==> src/rtl/mem_arbiter.sv <==
// -----------------------------------------------------------------------------
// mem_arbiter
//   Shares the unified byte-banked instruction/data memory between the
//   instruction-fetch port (IF, read only) and the load/store port (D).
//   Picks a winner in IDLE, drives address/data/enables to memory, waits the
//   fixed read latency, captures the word and pulses the owner's ack.
//
// Parameters
//   ADDR_W    byte address width
//   DATA_W    data word width
//   RD_LAT    cycles from mem_read_o rising to mem_rdata_i valid (1..4)
//   DATA_PRIO 1 = D port has fixed priority, 0 = round-robin
//
// Ports
//   clk, rst                 clock, asynchronous active-high reset
//   if_req_i/if_addr_i       IF read request (level, held until ack) + address
//   if_ack_o/if_rdata_o      IF completion pulse, last word read for IF
//   d_req_i/d_we_i           D request (level) and write select
//   d_addr_i/d_wdata_i       D address and write data
//   d_ack_o/d_rdata_o        D completion pulse, last word read for D
//   mem_addr_o/mem_wdata_o   memory address and write data
//   mem_read_o/mem_write_o   memory read / write enables
//   mem_rdata_i              memory read data
//   busy_o                   high whenever an access is in progress
// -----------------------------------------------------------------------------
`timescale 1ns/1ps
module mem_arbiter #(
   parameter int ADDR_W    = 15,
   parameter int DATA_W    = 32,
   parameter int RD_LAT    = 1,
   parameter int DATA_PRIO = 1
) (
   input  logic              clk,
   input  logic              rst,
   input  logic              if_req_i,
   input  logic [ADDR_W-1:0] if_addr_i,
   output logic              if_ack_o,
   output logic [DATA_W-1:0] if_rdata_o,
   input  logic              d_req_i,
   input  logic              d_we_i,
   input  logic [ADDR_W-1:0] d_addr_i,
   input  logic [DATA_W-1:0] d_wdata_i,
   output logic              d_ack_o,
   output logic [DATA_W-1:0] d_rdata_o,
   output logic [ADDR_W-1:0] mem_addr_o,
   output logic [DATA_W-1:0] mem_wdata_o,
   output logic              mem_read_o,
   output logic              mem_write_o,
   input  logic [DATA_W-1:0] mem_rdata_i,
   output logic              busy_o
);

   localparam logic [1:0] S_IDLE  = 2'd0;
   localparam logic [1:0] S_READ  = 2'd1;
   localparam logic [1:0] S_WRITE = 2'd2;
   localparam logic [1:0] S_DONE  = 2'd3;

   localparam logic GNT_IF = 1'b0;
   localparam logic GNT_D  = 1'b1;

   // Two bits cover the largest legal RD_LAT (counter loads RD_LAT-1 <= 3).
   localparam logic [1:0] CNT_LOAD = 2'(RD_LAT - 1);

   logic [1:0]        state_q, state_d;
   logic [1:0]        cnt_q, cnt_d;
   logic              grant_q, grant_d;
   logic              last_grant_q, last_grant_d;
   logic [ADDR_W-1:0] mem_addr_q, mem_addr_d;
   logic [DATA_W-1:0] mem_wdata_q, mem_wdata_d;
   logic [DATA_W-1:0] if_rdata_q, if_rdata_d;
   logic [DATA_W-1:0] d_rdata_q, d_rdata_d;
   logic              winner;

   always_comb begin
      // NOTE: every signal assigned here gets a default first, so no path
      // leaves it unassigned and no latch is inferred.
      state_d      = state_q;
      cnt_d        = cnt_q;
      grant_d      = grant_q;
      last_grant_d = last_grant_q;
      mem_addr_d   = mem_addr_q;
      mem_wdata_d  = mem_wdata_q;
      if_rdata_d   = if_rdata_q;
      d_rdata_d    = d_rdata_q;
      winner       = GNT_IF;

      case (state_q)
         S_IDLE: begin
            if (if_req_i || d_req_i) begin
               if (if_req_i && d_req_i)
                  // Round-robin hands the grant to whoever did not win last.
                  winner = (DATA_PRIO != 0) ? GNT_D : ~last_grant_q;
               else
                  winner = d_req_i ? GNT_D : GNT_IF;

               grant_d      = winner;
               last_grant_d = winner;
               cnt_d        = CNT_LOAD;
               if (winner == GNT_D) begin
                  mem_addr_d = d_addr_i;
                  if (d_we_i) begin
                     mem_wdata_d = d_wdata_i;
                     state_d     = S_WRITE;
                  end else begin
                     state_d = S_READ;
                  end
               end else begin
                  mem_addr_d = if_addr_i;
                  state_d    = S_READ;
               end
            end
         end
         S_READ: begin
            // Data is valid only on the last of the RD_LAT read cycles.
            if (cnt_q == 2'd0) begin
               if (grant_q == GNT_D) d_rdata_d  = mem_rdata_i;
               else                  if_rdata_d = mem_rdata_i;
               state_d = S_DONE;
            end else begin
               cnt_d = cnt_q - 2'd1;
            end
         end
         S_WRITE: state_d = S_DONE;
         default: state_d = S_IDLE;   // S_DONE: no back-to-back grant
      endcase
   end

   // NOTE: sequential state uses non-blocking assignments so every register
   // samples the pre-edge values, independent of statement order.
   always_ff @(posedge clk or posedge rst) begin
      if (rst) begin
         state_q      <= S_IDLE;
         cnt_q        <= 2'd0;
         grant_q      <= GNT_IF;
         last_grant_q <= GNT_IF;
         mem_addr_q   <= '0;
         mem_wdata_q  <= '0;
         if_rdata_q   <= '0;
         d_rdata_q    <= '0;
      end else begin
         state_q      <= state_d;
         cnt_q        <= cnt_d;
         grant_q      <= grant_d;
         last_grant_q <= last_grant_d;
         mem_addr_q   <= mem_addr_d;
         mem_wdata_q  <= mem_wdata_d;
         if_rdata_q   <= if_rdata_d;
         d_rdata_q    <= d_rdata_d;
      end
   end

   // Enables and acks decode straight from state so an async reset clears
   // them in the same cycle, and READ/WRITE being distinct states keeps them
   // mutually exclusive.
   assign mem_read_o  = (state_q == S_READ);
   assign mem_write_o = (state_q == S_WRITE);
   assign if_ack_o    = (state_q == S_DONE) && (grant_q == GNT_IF);
   assign d_ack_o     = (state_q == S_DONE) && (grant_q == GNT_D);
   assign busy_o      = (state_q != S_IDLE);
   assign mem_addr_o  = mem_addr_q;
   assign mem_wdata_o = mem_wdata_q;
   assign if_rdata_o  = if_rdata_q;
   assign d_rdata_o   = d_rdata_q;

endmodule

==> config.mk <==
export PLATFORM = sky130hd
export DESIGN_NAME = mem_arbiter
export DESIGN_NICKNAME = d
export VERILOG_FILES = /design/src/rtl/mem_arbiter.sv
export SDC_FILE = /design/constraint.sdc
export NUM_CORES = 1
export LEC_CHECK = 0
export CAP_MARGIN = 20
export CELL_PAD_IN_SITES_DETAIL_PLACEMENT = 1
export CELL_PAD_IN_SITES_GLOBAL_PLACEMENT = 1
export CORE_MARGIN = 5
export CORE_UTILIZATION = 33
export CTS_CLUSTER_SIZE = 14
export DETAILED_ROUTE_END_ITERATION = 8
export HOLD_SLACK_MARGIN = 0.08
export PLACE_DENSITY = 0.86
export SETUP_SLACK_MARGIN = 0.1
export SLEW_MARGIN = 15
export SYNTH_ARGS = -nofsm -noshare
export SYNTH_HDL_FRONTEND = slang
export SYNTH_SLANG_ARGS = --single-unit
==> constraint.sdc <==
create_clock -name clk -period 5.4 [get_ports clk]
set_clock_uncertainty 0.15 [all_clocks]
set_input_delay 1.35 -clock clk [delete_from_list [all_inputs] [get_ports clk]]
set_output_delay 1.35 -clock clk [all_outputs]
set_load 0.1 [all_outputs]
After elaboration in Yosys (flattened, before gate mapping) --
Index checks and enable logic that the tools add are counted.
Operators by class: shift-type cells 0, $lt $le $gt $ge 0, bitwise operators 1, multiplexer cells 13, multipliers 0, reductions and logical operators 14, equality and inequality tests 6, add/sub/neg operators 1, divide/modulo/power cells 0
Operators with widths (number):
- 15-bit two-way mux | 1
- 2-bit two-way mux | 6
- 3-bit AND reduction | 3
- 2-bit one-hot mux with 3 select lines | 1
- 2-bit == test, second input constant | 2
- 2-bit zero test | 2
- 1-bit two-way mux | 4
- 2-bit inequality test, second input constant | 2
- 2-bit one-hot mux with 2 select lines | 1
- 2-bit AND reduction | 2
- 4-bit AND reduction | 1
- 2-bit nonzero test | 2
- 1-bit logical AND | 3
- 2-bit by 1-bit == test with 1-bit output, second input constant | 1
- 2-bit by 1-bit inequality test with 1-bit output, second input constant | 1
- 2-bit by 1-bit subtractor with 2-bit output, second input constant | 1
- 1-bit logical OR | 1
- 1-bit inverter | 1
Storage, ports and cells: output and inout port bits 116, bits in latches 0, ROM bits 0, logic and storage cells 42, register bits after elaboration 116, memories 0, memory bits (writable) 0

Logic depth before layout (Yosys ltp) --
Gate-level depths: netlist of run 1.
depth in word-level cells 7, mapped depth 7, gate-level depth less buffers 5

Worst setup path after synthesis of run 1 --
OpenSTA, ideal clock, no wires.
kind reg-to-output, from register state_q[0], to output port if_ack_o, data required time 3.900 ns, slack 2.007 ns, data arrival time 1.893 ns, cell stages (with the launch flop) 3, path buffers 0, path through dfrtp_1 ha_1 nor2b_1
Between the ends: cells in the longest elaborated chain, start to end 2
Ends and longest elaborated chain:
- start, declared | RTL line 64 | logic [1:0] state_q, state_d;
- start signal, assigned | RTL line 141 | state_q <= state_d;
- 2-bit == test | RTL line 157 | assign if_ack_o = (state_q == S_DONE) && (grant_q == GNT_IF);
- 1-bit logical AND | RTL line 157
- end, declared | RTL line 37 | output logic if_ack_o,
Every way passes these cells.

Worst setup path in the final report of run 1 --
from register state_q[0], to output port busy_o
Between the ends: cells in the longest elaborated chain, start to end 1
Ends and longest elaborated chain:
- 2-bit nonzero test | RTL line 159 | assign busy_o = (state_q != S_IDLE);
- end, declared | RTL line 50 | output logic busy_o
Every way passes these cells.

==> results.cfg, run 1 <==
[worst_setup_path]
worst-setup-path-type = register to primary output
critPathCaptureType = primary output
critical_path.max_fanout = 10
critPathLaunchType = register
r2r_cells = 4
r2r_end = mem_wdata_o[0]
r2r_slack_ns = 2.91
crit_arrival_ns = 2.44
r2r_start = state_q[0]
crit_required_ns = 3.90

[clocking]
htreeDepth = 4
ctsHoldBuffers = 0
cts_buffers = 17
cts-root-buf = clkbuf_16
clock_path_buffers = 2
clock_sinks = 116
clk_latency_ns = 0.40
cts_tree = built
clkTransAtPathRegs_ns = 0.05
cts_resized = 0
postCtsSetupBuffers = 0

[yosys]
synth_edf_count = 0
async_flop_share_pct = 100
syn_nets = 415
syn_area_per_cell_um2 = 15.3
yosys.area.top_type = dfrtp_1
ys_seq_elements = 116
synthFlopType = dfrtp_1
syn_inst = 311
yosysTopAreaCellShare_pct = 61.2
synth_cell_types = 31
yosysMostFrequentCell = dfrtp_1
ys_warn_count = 0
yosys-top-cells-area = dfrtp_1, mux2_2, mux2_4
synthesis.area_um2 = 4750
seq_area_frac_synth_pct = 61.2
synthTopCellsByCount = dfrtp_1, mux2_2, mux2_4

[final_layout]
drive_gt1_share_pct = 23.8
final_cell_count_no_fill = 726
syn_to_final_growth_pct = 60.2
fin_nets = 637
antenna_cells = 0

[die]
start_util_pct = 33.9
die-width_um = 130
pin_count = 215
placementRows = 43
dieArea_um2 = 16900
die_h_um = 130
core_um2 = 14000

[drt]
first_iter_violations = 88
ant_nets = 0
wl_per_cell_um = 19.3
vias_per_cell = 4.70
first_pass_iters = 5
drc = 0
num_vias = 3409
routed_wl_mm = 14.0

[sta]
setup_viol = 0
slew_viol_final = 0
fin_tns_setup_ns = 0
hold_viol_final = 0
holdWs_ns = 0.330
max-slew-margin-rel_pct = 30.9
rsz0062_at_grt = false
fin_crit_sh_pct = 73.0
fmax_mhz = 254
timing.final.crit_period_ns = 3.94
worst_slew_pin_slew_ns = 1.03

[status]
status = complete, no violations

[placed_design]
place.gp.congestion = 0.726
dp_hpwl_mm = 10.4
dp.cells = 694
io_buffers = 214

[global_route]
track_usage_pct = 16.9
grt_pass1_vias = 4000
antenna_found_initial = 0
grt_max_degree = 65
grt_pass1_wl_mm = 21.8
grt_overflow_total = 0

[min_path]
min_path_type = register to register
hp-start = mem_addr_o[14]
holdPathEnd = mem_addr_o[14]
whs_path_depth = 2

[run]
maxCapViolCount = 0
how the worst max path moves through the flow:
stage                     startpoint  slack [ns]  cells after the start              to
final                     state_q[0]        1.46                      4          busy_o
after global routing      state_q[1]        1.36                      4          busy_o
after CTS                 state_q[0]        1.43                      4          busy_o
after detailed placement     d_req_i        1.65                      4  mem_wdata_o[0]
after global placement       d_req_i        1.77                      4  mem_wdata_o[4]
after floorplan                  rst        0.83                      1        cnt_q[0]
registers in the layout (all words and copies together) (netlist names):
signal / count
cnt_q: 2
d_rdata_o: 32
grant_q: 1
if_rdata_o: 32
mem_addr_o: 15
mem_wdata_o: 32
state_q: 2
placed cells by master (no fill, tap or decap):
cell	Yosys	final
a22o_1	1	1
mux2_1	4	4
nand2_1	18	18
ha_1	5	5
mux2i_1	15	15
nand3_2	1	1
or2b_1	1	1
clkinv_2	0	7
o2bb2ai_1	2	2
o311ai_0	1	1
a21oi_1	1	1
or3_1	1	1
clkinvlp_4	0	1
buf_4	2	5
bufinv_16	0	2
o21ai_1	0	1
nand2_2	1	1
nor2_1	2	2
dfrtp_1	116	116
a31oi_1	1	1
o22a_1	1	1
o211ai_1	1	1
mux2_4	30	30
nor3b_1	1	1
inv_1	6	5
nor2b_1	1	1
nand2b_1	2	1
clkdlybuf4s50_1	0	214
clkbuf_1	3	4
and2_1	1	1
inv_4	0	1
o21ai_0	18	17
and2_4	1	1
clkbuf_16	0	17
or3b_1	1	1
mux2_2	62	62
nand2b_2	0	1
clkinv_4	0	1
layout make-up:
cell class | count | area (um2)
fill | 1379 | 6390
sequential | 116 | 2900
timing repair buffer | 219 | 2180
multi-input combinational | 173 | 1720
clock buffer | 21 | 440
tap | 180 | 225
clock inverter | 11 | 111
inverter | 6 | 25.0
stage by stage:
| step | utilization [%] | setup slack [ns] | area [um2] |
|---|---|---|---|
| after global placement | 50.4 | 1.77 | 7050 |
| final | 54.3 | 1.46 | 7600 |
| after floorplan | - | 0.828 | 4750 |
| after detailed placement | 50.4 | 1.65 | 7050 |
| after CTS | 54.3 | 1.43 | 7600 |
| after global routing | 54.3 | 1.36 | 7600 |
per-layer routing:
layer  GRT usage (%)  share of wire, %  up-vias
met1            18.9                40     1698
met5               0                 0        -
met4            6.66               1.6        0
li1                -                 -     1532
met2            28.8                49      161
met3            7.04               9.7       18
worst max-delay path: stages (launching register included):
cell,delay [ns]
dfrtp_1,0.39
inv_1,0.09
ha_1,0.33
inv_1,0.09
clkdlybuf4s50_1,1.14
cell families after synthesis:
family,share of synthesized area [%]
muxes,28.3
buffers and inverters,2.72
AOI/OAI and AO/OA,3.22
adders and majority gates,1.32
DFF,61.2
and+or+nand+nor,3.27
Power of run 1 is not shown: default switching activity piles up to over one toggle a cycle in this logic, so the estimate is an artifact.
==> run 2, diff against run 1 <==
- clock period: 5.4 -> 4.02 ns (I/O delays scaled with it)
==> run 2 against run 1 <==
Cell count is 0.28% lower. Routed wire length is 0.84% lower. Setup slack worse by 0.54 ns. Count of clock-buffer cells in the layout is 1 higher. Critical path depth is 3 lower. Utilization is 0.38 points higher. Die area stayed put. Critical path type unchanged.
==> results.cfg, run 2 (synthesized netlist as in run 1, its figures left out) <==
[status]
status = complete, no violations

[clocking]
clock_sinks = 116
postCtsSetupBuffers = 0
cts-root-buf = clkbuf_16
clk_latency_ns = 0.40
clkTransAtPathRegs_ns = 0.05
clock_path_buffers = 2
htreeDepth = 4
ctsHoldBuffers = 0
cts_tree = built
cts_buffers = 17
cts_resized = 0

[global_route]
antenna_found_initial = 0
track_usage_pct = 16.8
grt_pass1_vias = 3912
grt_overflow_total = 0
grt_max_degree = 117
grt_pass1_wl_mm = 21.7

[worst_setup_path]
critPathLaunchType = register
r2r_slack_ns = 1.54
r2r_start = state_q[1]
r2r_cells = 6
critPathCaptureType = primary output
crit_arrival_ns = 1.95
crit_required_ns = 2.86
worst-setup-path-type = register to primary output
max_stage_delay_ns = 1.18
critPathBufInv = 1
r2r_end = if_rdata_o[30]
critical-path-top-delay-family = buffers and inverters
path_cells = clkdlybuf4s50_1
critical_path.max_fanout = 2
crit_path_top_delay_cell = clkdlybuf4s50_1

[final_layout]
antenna_cells = 0
layout_common_cells = clkdlybuf4s50_1, dfrtp_1, mux2_2
syn_to_final_growth_pct = 61.3
final_common_cell = clkdlybuf4s50_1
final_core_util_pct = 54.7
drive_gt1_share_pct = 25.0
fin_nets = 636

[die]
dieArea_um2 = 16900
pin_count = 215
die_h_um = 130
start_util_pct = 33.9
placementRows = 43
die-width_um = 130
core_um2 = 14000

[sta]
setup_viol = 0
fmax_mhz = 323
slew_viol_final = 0
max-slew-margin-rel_pct = 30.5
fin_crit_sh_pct = 77.1
timing.final.crit_period_ns = 3.10
rsz0062_at_grt = false
worst_slew_pin_slew_ns = 1.04
fin_tns_setup_ns = 0
holdWs_ns = 0.328
hold_viol_final = 0

[drt]
wl_per_cell_um = 19.2
routed_wl_mm = 13.9
ant_nets = 0
drc = 0
num_vias = 3362
vias_per_cell = 4.64
first_iter_violations = 125
first_pass_iters = 4

[run]
maxCapViolCount = 0

[placed_design]
io_buffers = 214
dp_hpwl_mm = 10.1
place.gp.congestion = 0.785

[min_path]
min_path_type = register to register
whs_path_depth = 2
hp-start = mem_addr_o[6]
holdPathEnd = mem_addr_o[6]
[run 2: cell types whose count changed in the layout (fill, tap and decap cells not counted), sizes merged]
| cell | previous run | this run |
|---|---|---|
| inv | 6 | 5 |
| clkdlybuf4s50 | 214 | 209 |
| clkinvlp | 1 | 2 |
| bufinv | 2 | 3 |
| clkinv | 8 | 5 |
| clkbuf | 21 | 22 |
| buf | 5 | 9 |
[run 2: tightest hold or removal path: stages, from the launching register on]
cell and delay [ns]:
dfrtp_1 0.34, nand2_1 0.05, o21ai_0 0.06
[run 2: area by class of cell]
| type | count | area, um2 |
|---|---|---|
| timing repair buffer | 218 | 2170 |
| multi-input combinational | 173 | 1720 |
| fill | 1377 | 6330 |
| sequential | 116 | 2900 |
| clock buffer | 22 | 484 |
| clock inverter | 9 | 126 |
| inverter | 6 | 26.3 |
| tap | 180 | 225 |
[run 2: metrics by stage]
step	area, um2	std cells	worst slack, ns
3_5_place_dp	7040	693	0.962
5_1_grt	7650	724	0.862
2_1_floorplan	4750	311	0.972
6_report	7650	724	0.919
4_1_cts	7650	724	0.885
3_3_place_gp	7040	693	1.03
[run 2: how the worst max path moves through the flow]
stage,slack (ns),start,endpoint,cells after the start
final,0.92,d_rdata_o[23],d_rdata_o[23],1
after global routing,0.86,mem_addr_o[4],mem_addr_o[4],1
after CTS,0.88,d_rdata_o[23],d_rdata_o[23],1
after detailed placement,0.96,d_we_i,mem_wdata_o[12],3
after global placement,1.03,d_req_i,mem_wdata_o[3],3
after floorplan,0.97,state_q[0],if_ack_o,2
[run 2: metal layers]
metal  wire, um  up-vias  global-route usage [%]
met5          0        -                       0
li1           -     1526                       -
met2       6690      154                    27.1
met1       5370     1654                    19.1
met4        381        0                    7.52
met3       1420       28                    7.90
Power of run 2 is left out for the same reason.
